## src/rtl/regfile_write_arbiter.sv

```systemverilog
// Two-source writeback arbiter: one holding buffer per source feeding the single register-file write port.
// Define REGFILE_ARB_RR_EN for round-robin arbitration; the default is fixed priority (req0 > req1).
module regfile_write_arbiter #(
    parameter int XLEN   = 64,
    parameter int ADDR_W = 5,
    parameter int DROP_W = 8
) (
    input  logic              clk,
    input  logic              reset,
    input  logic              req0_valid,
    input  logic [ADDR_W-1:0] req0_rd,
    input  logic [XLEN-1:0]   req0_data,
    output logic              req0_ready,
    input  logic              req1_valid,
    input  logic [ADDR_W-1:0] req1_rd,
    input  logic [XLEN-1:0]   req1_data,
    output logic              req1_ready,
    output logic              RegWrite,
    output logic [ADDR_W-1:0] rd,
    output logic [XLEN-1:0]   WriteData,
    output logic              busy,
    output logic [DROP_W-1:0] drop_count
);

    logic              full0, full1;
    logic [ADDR_W-1:0] buf0_rd, buf1_rd;
    logic [XLEN-1:0]   buf0_data, buf1_data;
    logic              grant0, grant1;
    logic              accept0, accept1;
    logic              any_grant;
    logic [ADDR_W-1:0] sel_rd;
    logic [XLEN-1:0]   sel_data;
    logic              sel_is_x0;

`ifdef REGFILE_ARB_RR_EN
    // rr_ptr names the preferred source; a lone full buffer wins regardless.
    logic rr_ptr;

    always_comb begin
        grant0 = full0 & (~full1 | ~rr_ptr);
        grant1 = full1 & (~full0 | rr_ptr);
    end

    always_ff @(posedge clk or posedge reset) begin
        if (reset) begin
            rr_ptr <= 1'b0;
        end else if (grant0) begin
            rr_ptr <= 1'b1;
        end else if (grant1) begin
            rr_ptr <= 1'b0;
        end
    end
`else
    always_comb begin
        grant0 = full0;
        grant1 = full1 & ~full0;
    end
`endif

    // Handshake: a request transfers on the rising edge where valid && ready are both high;
    // ready depends only on registered state, so it never combinationally follows valid.
    assign req0_ready = ~full0 | grant0;
    assign req1_ready = ~full1 | grant1;
    assign accept0    = req0_valid & req0_ready;
    assign accept1    = req1_valid & req1_ready;

    always_ff @(posedge clk or posedge reset) begin
        if (reset) begin
            full0     <= 1'b0;
            buf0_rd   <= '0;
            buf0_data <= '0;
        end else if (accept0) begin
            full0     <= 1'b1;
            buf0_rd   <= req0_rd;
            buf0_data <= req0_data;
        end else if (grant0) begin
            full0     <= 1'b0;
        end
    end

    always_ff @(posedge clk or posedge reset) begin
        if (reset) begin
            full1     <= 1'b0;
            buf1_rd   <= '0;
            buf1_data <= '0;
        end else if (accept1) begin
            full1     <= 1'b1;
            buf1_rd   <= req1_rd;
            buf1_data <= req1_data;
        end else if (grant1) begin
            full1     <= 1'b0;
        end
    end

    assign any_grant = grant0 | grant1;
    assign sel_rd    = grant0 ? buf0_rd   : buf1_rd;
    assign sel_data  = grant0 ? buf0_data : buf1_data;
    assign sel_is_x0 = (sel_rd == '0);

    // x0 entries are consumed silently; rd/WriteData keep the last real write.
    always_ff @(posedge clk or posedge reset) begin
        if (reset) begin
            RegWrite   <= 1'b0;
            rd         <= '0;
            WriteData  <= '0;
            drop_count <= '0;
        end else begin
            RegWrite <= any_grant & ~sel_is_x0;
            if (any_grant && !sel_is_x0) begin
                rd        <= sel_rd;
                WriteData <= sel_data;
            end
            if (any_grant && sel_is_x0 && (drop_count != '1)) begin
                drop_count <= drop_count + DROP_W'(1);
            end
        end
    end

    assign busy = full0 | full1 | RegWrite;

endmodule
```

## config.mk

```make
export PLATFORM = sky130hd
export DESIGN_NAME = regfile_write_arbiter
export DESIGN_NICKNAME = d
export VERILOG_FILES = /design/src/rtl/regfile_write_arbiter.sv
export SDC_FILE = /design/constraint.sdc
export NUM_CORES = 1
export LEC_CHECK = 0
export CAP_MARGIN = 15
export CORE_UTILIZATION = 30
export CTS_CLUSTER_SIZE = 28
export DETAILED_ROUTE_END_ITERATION = 10
export GPL_TIMING_DRIVEN = 0
export PLACE_DENSITY = 0.63
export SLEW_MARGIN = 20
export SYNTH_ARGS = -nofsm -noshare
export SYNTH_HDL_FRONTEND = slang
export SYNTH_SLANG_ARGS = --single-unit
```

## constraint.sdc

```tcl
create_clock -name clk -period 15.7 [get_ports clk]
set_input_delay 3.14 -clock clk [delete_from_list [all_inputs] [get_ports clk]]
set_output_delay 3.14 -clock clk [all_outputs]
set_load 0.01 [all_outputs]
```

==> metrics.md, run 1 <==
| Metric | Value |
|---|---|
| Diodes inserted | 0 |
| Placed cells | 1182 |
| Detailed Routing Iterations Pass 1 | 4 |
| Post-CTS setup buffers | 0 |
| Die width | 176 um |
| Die H | 176 um |
| Iter 0 DRT Violations | between 100 and 150 |
| Nets | 962 |
| Mapped cell area | 0.00905 sq mm |
| Drc violations | 0 |
| Boundary Pins | 223 |
| Final worst-path cycle share | 0.370 |
| Syn_nets | 712 |
| CTS H-tree depth | 1 |
| Gr usage total | 0.145 |
| Synth async-reset ratio | 1.00 |
| Hold Slack | 0.486 ns |
| DP Area | 0.0118 sq mm |
| Crit-path max FO | 10 |
| Crit-path leading delay family | buffers and inverters |
| Setup TNS Final | 0 ns |
| Setup Skew | 0.0180 ns |
| Power, Total | 1.56 mW |
| Core Footprint | 0.0296 sq mm |
| Finished Layout Cells | 1228 |
| Startpoint Class | flop |
| Worst Setup End Kind | output pin |
| DR WL/cell | 17.6 um |
| RSZ-0062 raised after global routing | no |
| Relative slew slack | 0.481 |
| Required @ worst endpoint | approximately 13 ns |
| Commonest non-fill, non-tap cell in the layout | clkdlybuf4s50_1 |
| Vias in the first global route | 6126 |
| Min-Delay Path Class | reg2reg |
| Most frequent cells in the layout | clkdlybuf4s50_1 (221), dfrtp_1 (218), mux2_2 (207) |
| Clk_lat worst skew | 0.52 ns |
| Cell count after synthesis | 569 |
| CTS buffer count | 25 |
| Pin slew with the least headroom to its limit | approximately 0.78 ns |
| Filler instances | about 2800 |
| Rows | between 60 and 70 |
| Peak supply drop | 0.0710 mV |
| Worst path cell trace | buf_2 -> buf_2 -> buf_1 -> or3_1 -> clkdlybuf4s50_1 |
| Drt total wl | 21600 um |
| Post-cts sizing count | 0 |
| Clock-pin slew on the worst setup and hold paths | 0.06 ns |
| Post-route ant nets | 0 |
| Ys Warns | 0 |
| CTS tree | done |
| Hpwl dp | between 10000 and 15000 um |
| Final setup violation count | 0 |
| Yosys reg bits | 218 |
| Area growth syn-to-layout | 39.6% |
| Tmin final | 5.81 ns |
| Crit-path most repeated cell | buf_2 |
| Peak Freq | 0.172 GHz |
| Crit path DAT | 2.67 ns |
| Largest net degree at the start of global routing | ~100 |
| CP max stage delay | 0.56 ns |
| Antenna violations before repair | 1 |
| Drt via density | 4.47 |
| CTS Sinks | approximately 220 |
| Overflow after GRT | 0 |
| MaxCap Viol Count | 0 |
| Ratio of cells with drive above 1 in the final layout | 0.328 |
| Outcome | finished clean |
| CTS max path bufs | 3 |
| First-pass GRT wire length | ~35000 um |
| GP Congestion | 0.726 |
| Finished Cell Area | about 0.013 sq mm |
| Slew Limit Fails | 0 |
| Starting density of the core | 0.305 |
| Seq/Total Area, Yosys | 0.603 |
| Syn Area/Cell | 15.9 sq um |
| Die area | a little over 0.03 sq mm |
| Buf/Inv on CP | 4 |
| Port bufs | 221 |
| Clock root cell | clkbuf_16 |
| Count of hold-fix buffers inserted at cts | 0 |
| Post-synth EDFFs | 0 |
| Setup CP Type | reg2out |
| Leak pwr | between 5 and 6 nW |
| Synth Flop Type | dfrtp_1 |
| Synth unique cells | 31 |
| Final Hold Fails | 0 |
| Via Count | 5490 |
| Power Density | 124 mW/mm^2 |
| Slowest CP cell | clkdlybuf4s50_1 |
[layout make-up]
| cell class | instances | area (sq um) | area share |
|---|---|---|---|
| sequential | 218 | 5460 | 0.432 |
| multi-input combinational | 314 | 3380 | 0.267 |
| timing repair buffer | 223 | 2270 | 0.180 |
| clock buffer | 37 | 741 | 0.0587 |
| tap | 390 | 488 | 0.0386 |
| buffer | 34 | 204 | 0.0162 |
| clock inverter | 9 | 76.3 | 0.00604 |
| inverter | 3 | 18.8 | 0.00149 |
[routing by layer]
| layer | up-vias | GRT usage | routed length, um |
|---|---|---|---|
| met5 | - | 0 | 13 |
| met4 | 2 | 0.0301 | 415 |
| met3 | 27 | 0.0474 | 1690 |
| met2 | 153 | 0.229 | 9860 |
| met1 | 2768 | 0.192 | 9660 |
| li1 | 2540 | - | - |
[where the power goes]
group / internal (mW) / switching [mW] / total [mW]
logic: 0.188 / 0.110 / 0.299
clock network: 0.342 / 0.229 / 0.571
registers: 0.646 / 0.0455 / 0.692
[Yosys cell counts, types with 2 or more instances]
cell type	count	area, sq um
buf_2	9	45.0
nand3_1	3	15.0
nand2_1	5	18.8
mux2_1	66	743
buf_1	5	18.8
nor2_1	4	15.0
buf_6	8	90.1
mux2_2	207	2330
dfrtp_1	218	5460
inv_1	3	11.3
xor2_1	7	61.3
clkbuf_1	10	37.5
nor3_1	5	25.0
a221o_1	2	20.0
[sequential cells by signal (all words and copies together) (netlist names)]
register / flops
buf0_data: 64
full1: 1
RegWrite: 1
drop_count: 8
WriteData: 64
buf1_data: 64
buf0_rd: 5
full0: 1
buf1_rd: 5
rd: 5
[logic make-up after synthesis]
logic type                 count (synthesis)  synth area share
adders and majority gates                  1           0.00138
buffers and inverters                     37            0.0238
muxes                                    273             0.340
AOI/OAI and AO/OA                          7           0.00788
other                                      1          0.000414
and+or+nand+nor                           25            0.0170
xor gates and xnor gates                   7           0.00678
DFF                                      218             0.603
[worst paths after layout]
check / start / end / slack, ns / cells past startpoint
worst max-delay path: full0 / busy / 9.89 / 5
worst max register to register: full1 / buf1_data[9] / 13.46 / 7
min in group asynchronous: reset / buf1_data[30] / 3.00 / 2
worst min-delay path: WriteData[22] / WriteData[22] / 0.49 / 1
max in group asynchronous: reset / WriteData[2] / 11.86 / 3
worst min register to register: WriteData[22] / WriteData[22] / 0.49 / 1
[worst register-to-register path, delay by kind of cell, from the launching register on]
kind | cells | cell delay, ns
buf+inv | 4 | 1.14
flops | 1 | 0.36
mux | 1 | 0.35
simple gates | 2 | 0.27
[through the flow]
step                       util  worst slack, ns
after floorplan               -             6.60
after global placement    0.396             3.25
after CTS                 0.426             9.75
final                     0.426             9.89
after global routing      0.426             9.69
after detailed placement  0.398            10.04
(Power assumes the default switching activity.)
==> run 2: changes to the inputs <==
==> constraint.sdc (replaced) <==
create_clock -name clk -period 5.55 [get_ports clk]
set_input_delay 1.11 -clock clk [delete_from_list [all_inputs] [get_ports clk]]
set_output_delay 1.11 -clock clk [all_outputs]
set_load 0.01 [all_outputs]
==> run 2 against run 1 <==
  * Final cell count rose by 0.49%
  * Critical path depth is the same
  * Clock power grew to 2.9 times the previous value
  * Sequential power grew to 2.8 times the previous value
  * Register-to-register slack worse by 10 ns
  * Largest cell class unchanged
  * Combinational power rose to 2.8 times the previous value
  * Count of clock-buffer cells in the layout is the same
  * Power grew to 2.9 times the previous value
  * Worst setup slack got worse by 8.1 ns
  * Utilization up 0.46 points
  * Critical endpoint unchanged
  * Sequential share of layout area fell by 0.46 points
  * Hold slack improved by 0.0015 ns
==> metrics.md, run 2 (same netlist as run 1, synthesis figures left out) <==
| Metric | Value |
|---|---|
| Required @ worst endpoint | 4.44 ns (was 12.56 ns) |
| Power, Total | 4.48 mW (was 1.56 mW) |
| GP Congestion | 0.709 (was 0.726) |
| Power Density | 351 mW/mm^2 (was 124 mW/mm^2) |
| Min-Delay Path Class | reg2reg (unchanged) |
| Crit-path max FO | 10 (unchanged) |
| Pin slew with the least headroom to its limit | 0.766 ns (was 0.778 ns) |
| Clk_lat worst skew | 0.53 ns (was 0.52 ns) |
| Boundary Pins | 223 (unchanged) |
| Via Count | 5564 (was 5490) |
| First-pass GRT wire length | 35000 um (was 34900 um) |
| Largest net degree at the start of global routing | 31 (was 98) |
| Switching Share | 0.243 (was 0.247) |
| Clock share of power | 0.372 (was 0.366) |
| Vias in the first global route | 6064 (was 6126) |
| RSZ-0062 raised after global routing | no (unchanged) |
| Slowest CP cell | clkdlybuf4s50_1 (unchanged) |
| Flop pwr share | 0.437 (was 0.443) |
| Drt via density | 4.51 (was 4.47) |
| Outcome | finished clean (unchanged) |
| Antenna violations before repair | 0 (was 1) |
| Drc violations | 0 (unchanged) |
| Worst R2R Setup Slack | 3.30 ns (was 13.46 ns) |
| Final worst setup slack | 1.74 ns (was 9.89 ns) |
| Worst Setup End Kind | output pin (unchanged) |
| CTS H-tree depth | 1 (unchanged) |
| Die area | 0.0309 sq mm (unchanged) |
| Port bufs | 221 (unchanged) |
| DR WL/cell | 17.7 um (was 17.6 um) |
| CTS tree | done (unchanged) |
| Overflow after GRT | 0 (unchanged) |
| Final setup violation count | 0 (unchanged) |
| Final worst-path cycle share | 0.687 |
| Crit path DAT | 2.70 ns (was 2.67 ns) |
| Setup CP Type | reg2out (unchanged) |
| CTS Sinks | 218 (unchanged) |
| Buf/Inv on CP | 4 (unchanged) |
| Clock-pin slew on the worst setup and hold paths | 0.06 ns (about the same) |
| Cell Int Power | 3.39 mW (was 1.18 mW) |
| Tmin final | 3.81 ns |
| Nets | 969 (was 962) |
| Startpoint Class | flop (unchanged) |
| Post-route ant nets | 0 (unchanged) |
| CTS max path bufs | 3 (unchanged) |
| Peak Freq | about 0.26 GHz |
| Area growth syn-to-layout | 41.1% (was 39.6%) |
| Die width | 176 um (unchanged) |
| Relative slew slack | 0.489 (was 0.481) |
| Iter 0 DRT Violations | 116 (was 143) |
| Detailed Routing Iterations Pass 1 | 4 (unchanged) |
| Post-Place Setup Slack | 1.89 ns (was 10.04 ns) |
| Crit-path most repeated cell | buf_2 (unchanged) |
| Worst path cell trace | buf_2 -> buf_2 -> buf_1 -> or3_1 -> clkdlybuf4s50_1 (unchanged) |
| Post-CTS setup buffers | 0 (unchanged) |
| Ratio of cells with drive above 1 in the final layout | 0.331 (was 0.328) |
| Die H | 176 um (unchanged) |
| Peak supply drop | 0.274 mV (was 0.0710 mV) |
| Hpwl dp | 15500 um (was 14900 um) |
| Crit-path leading delay family | buffers and inverters (unchanged) |
| Post-cts sizing count | 0 (unchanged) |
| Most frequent cells in the layout | clkdlybuf4s50_1 (221), dfrtp_1 (218), mux2_2 (207) (unchanged) |
| CTS buffer count | 26 (was 25) |
| Biggest regs | WriteData: 64 flops, buf0_data: 64 flops, buf1_data: 64 flops (unchanged) |
| Drt total wl | 21900 um (was 21600 um) |
| Rows | 63 (unchanged) |
| Clock root cell | clkbuf_16 (unchanged) |
| CP max stage delay | 0.55 ns (was 0.56 ns) |
| Comb pwr share | 0.190 (was 0.191) |
| Commonest non-fill, non-tap cell in the layout | clkdlybuf4s50_1 (unchanged) |
| Final Hold Fails | 0 (unchanged) |
| Slew Limit Fails | 0 (unchanged) |
| Setup Skew | 0.0226 ns (was 0.0180 ns) |
| Starting density of the core | 0.305 (unchanged) |
| Count of hold-fix buffers inserted at cts | 0 (unchanged) |
| Diodes inserted | 0 (unchanged) |
| MaxCap Viol Count | 0 (unchanged) |
| Switch Pwr | 1.09 mW (was 385 uW) |
| Gr usage total | 0.146 (was 0.145) |
| Leak pwr | 5.24 nW (was 5.18 nW) |
| Core Footprint | 0.0296 sq mm (unchanged) |
==> run 2: changes by cell type in the layout (fill, tap and decap cells not counted), sizes merged <==
cell,change
bufinv,+1
inv,-2
buf,+6
clkinvlp,+1
==> run 2: final cells by class <==
type,instances,area [sq um]
plain buffers,34,204
clock buffers,37,743
clock inverters,9,101
fillers,2760,16900
inverters,3,15.0
multi-input cells,314,3380
flip-flops and latches,218,5460
well taps,390,488
repair buffers,229,2380
==> run 2: metrics by stage <==
step	instances	util	area (sq um)	TNS, ns	hold slack [ns]
global route	1234	0.431	12800	0	0.499
floorplan	569	-	9050	0	0.475
global placement	1180	0.396	11800	-76.29	0.475
detailed placement	1188	0.402	11900	0	0.480
finish	1234	0.431	12800	0	0.487
CTS	1234	0.431	12800	0	0.493
==> run 2: routing by layer <==
metal	GRT usage	routed length [um]	vias up
li1	-	-	2553
met1	0.197	9760	2829
met2	0.228	10000	152
met3	0.0450	1590	30
met4	0.0348	510	0
met5	0	0	-
==> run 2: worst paths after layout <==
| kind | start | end | depth (start not counted) |
|---|---|---|---|
| worst min-delay path | WriteData[33] | WriteData[33] | 1 |
| worst min register to register | WriteData[33] | WriteData[33] | 1 |
| worst max register to register | full1 | buf1_data[1] | 7 |
| min in group asynchronous | reset | WriteData[60] | 2 |
| worst max-delay path | full0 | busy | 5 |
| max in group asynchronous | reset | buf1_data[24] | 6 |
==> run 2: power by group through the flow <==
stage	combinational (mW)	sequential (mW)	clock, mW
6_report	0.852	1.96	1.67
4_1_cts	0.874	1.96	1.73
2_1_floorplan	0.374	2.01	0
3_5_place_dp	0.869	1.99	0
3_3_place_gp	0.845	1.98	0
5_1_grt	0.927	1.99	1.79
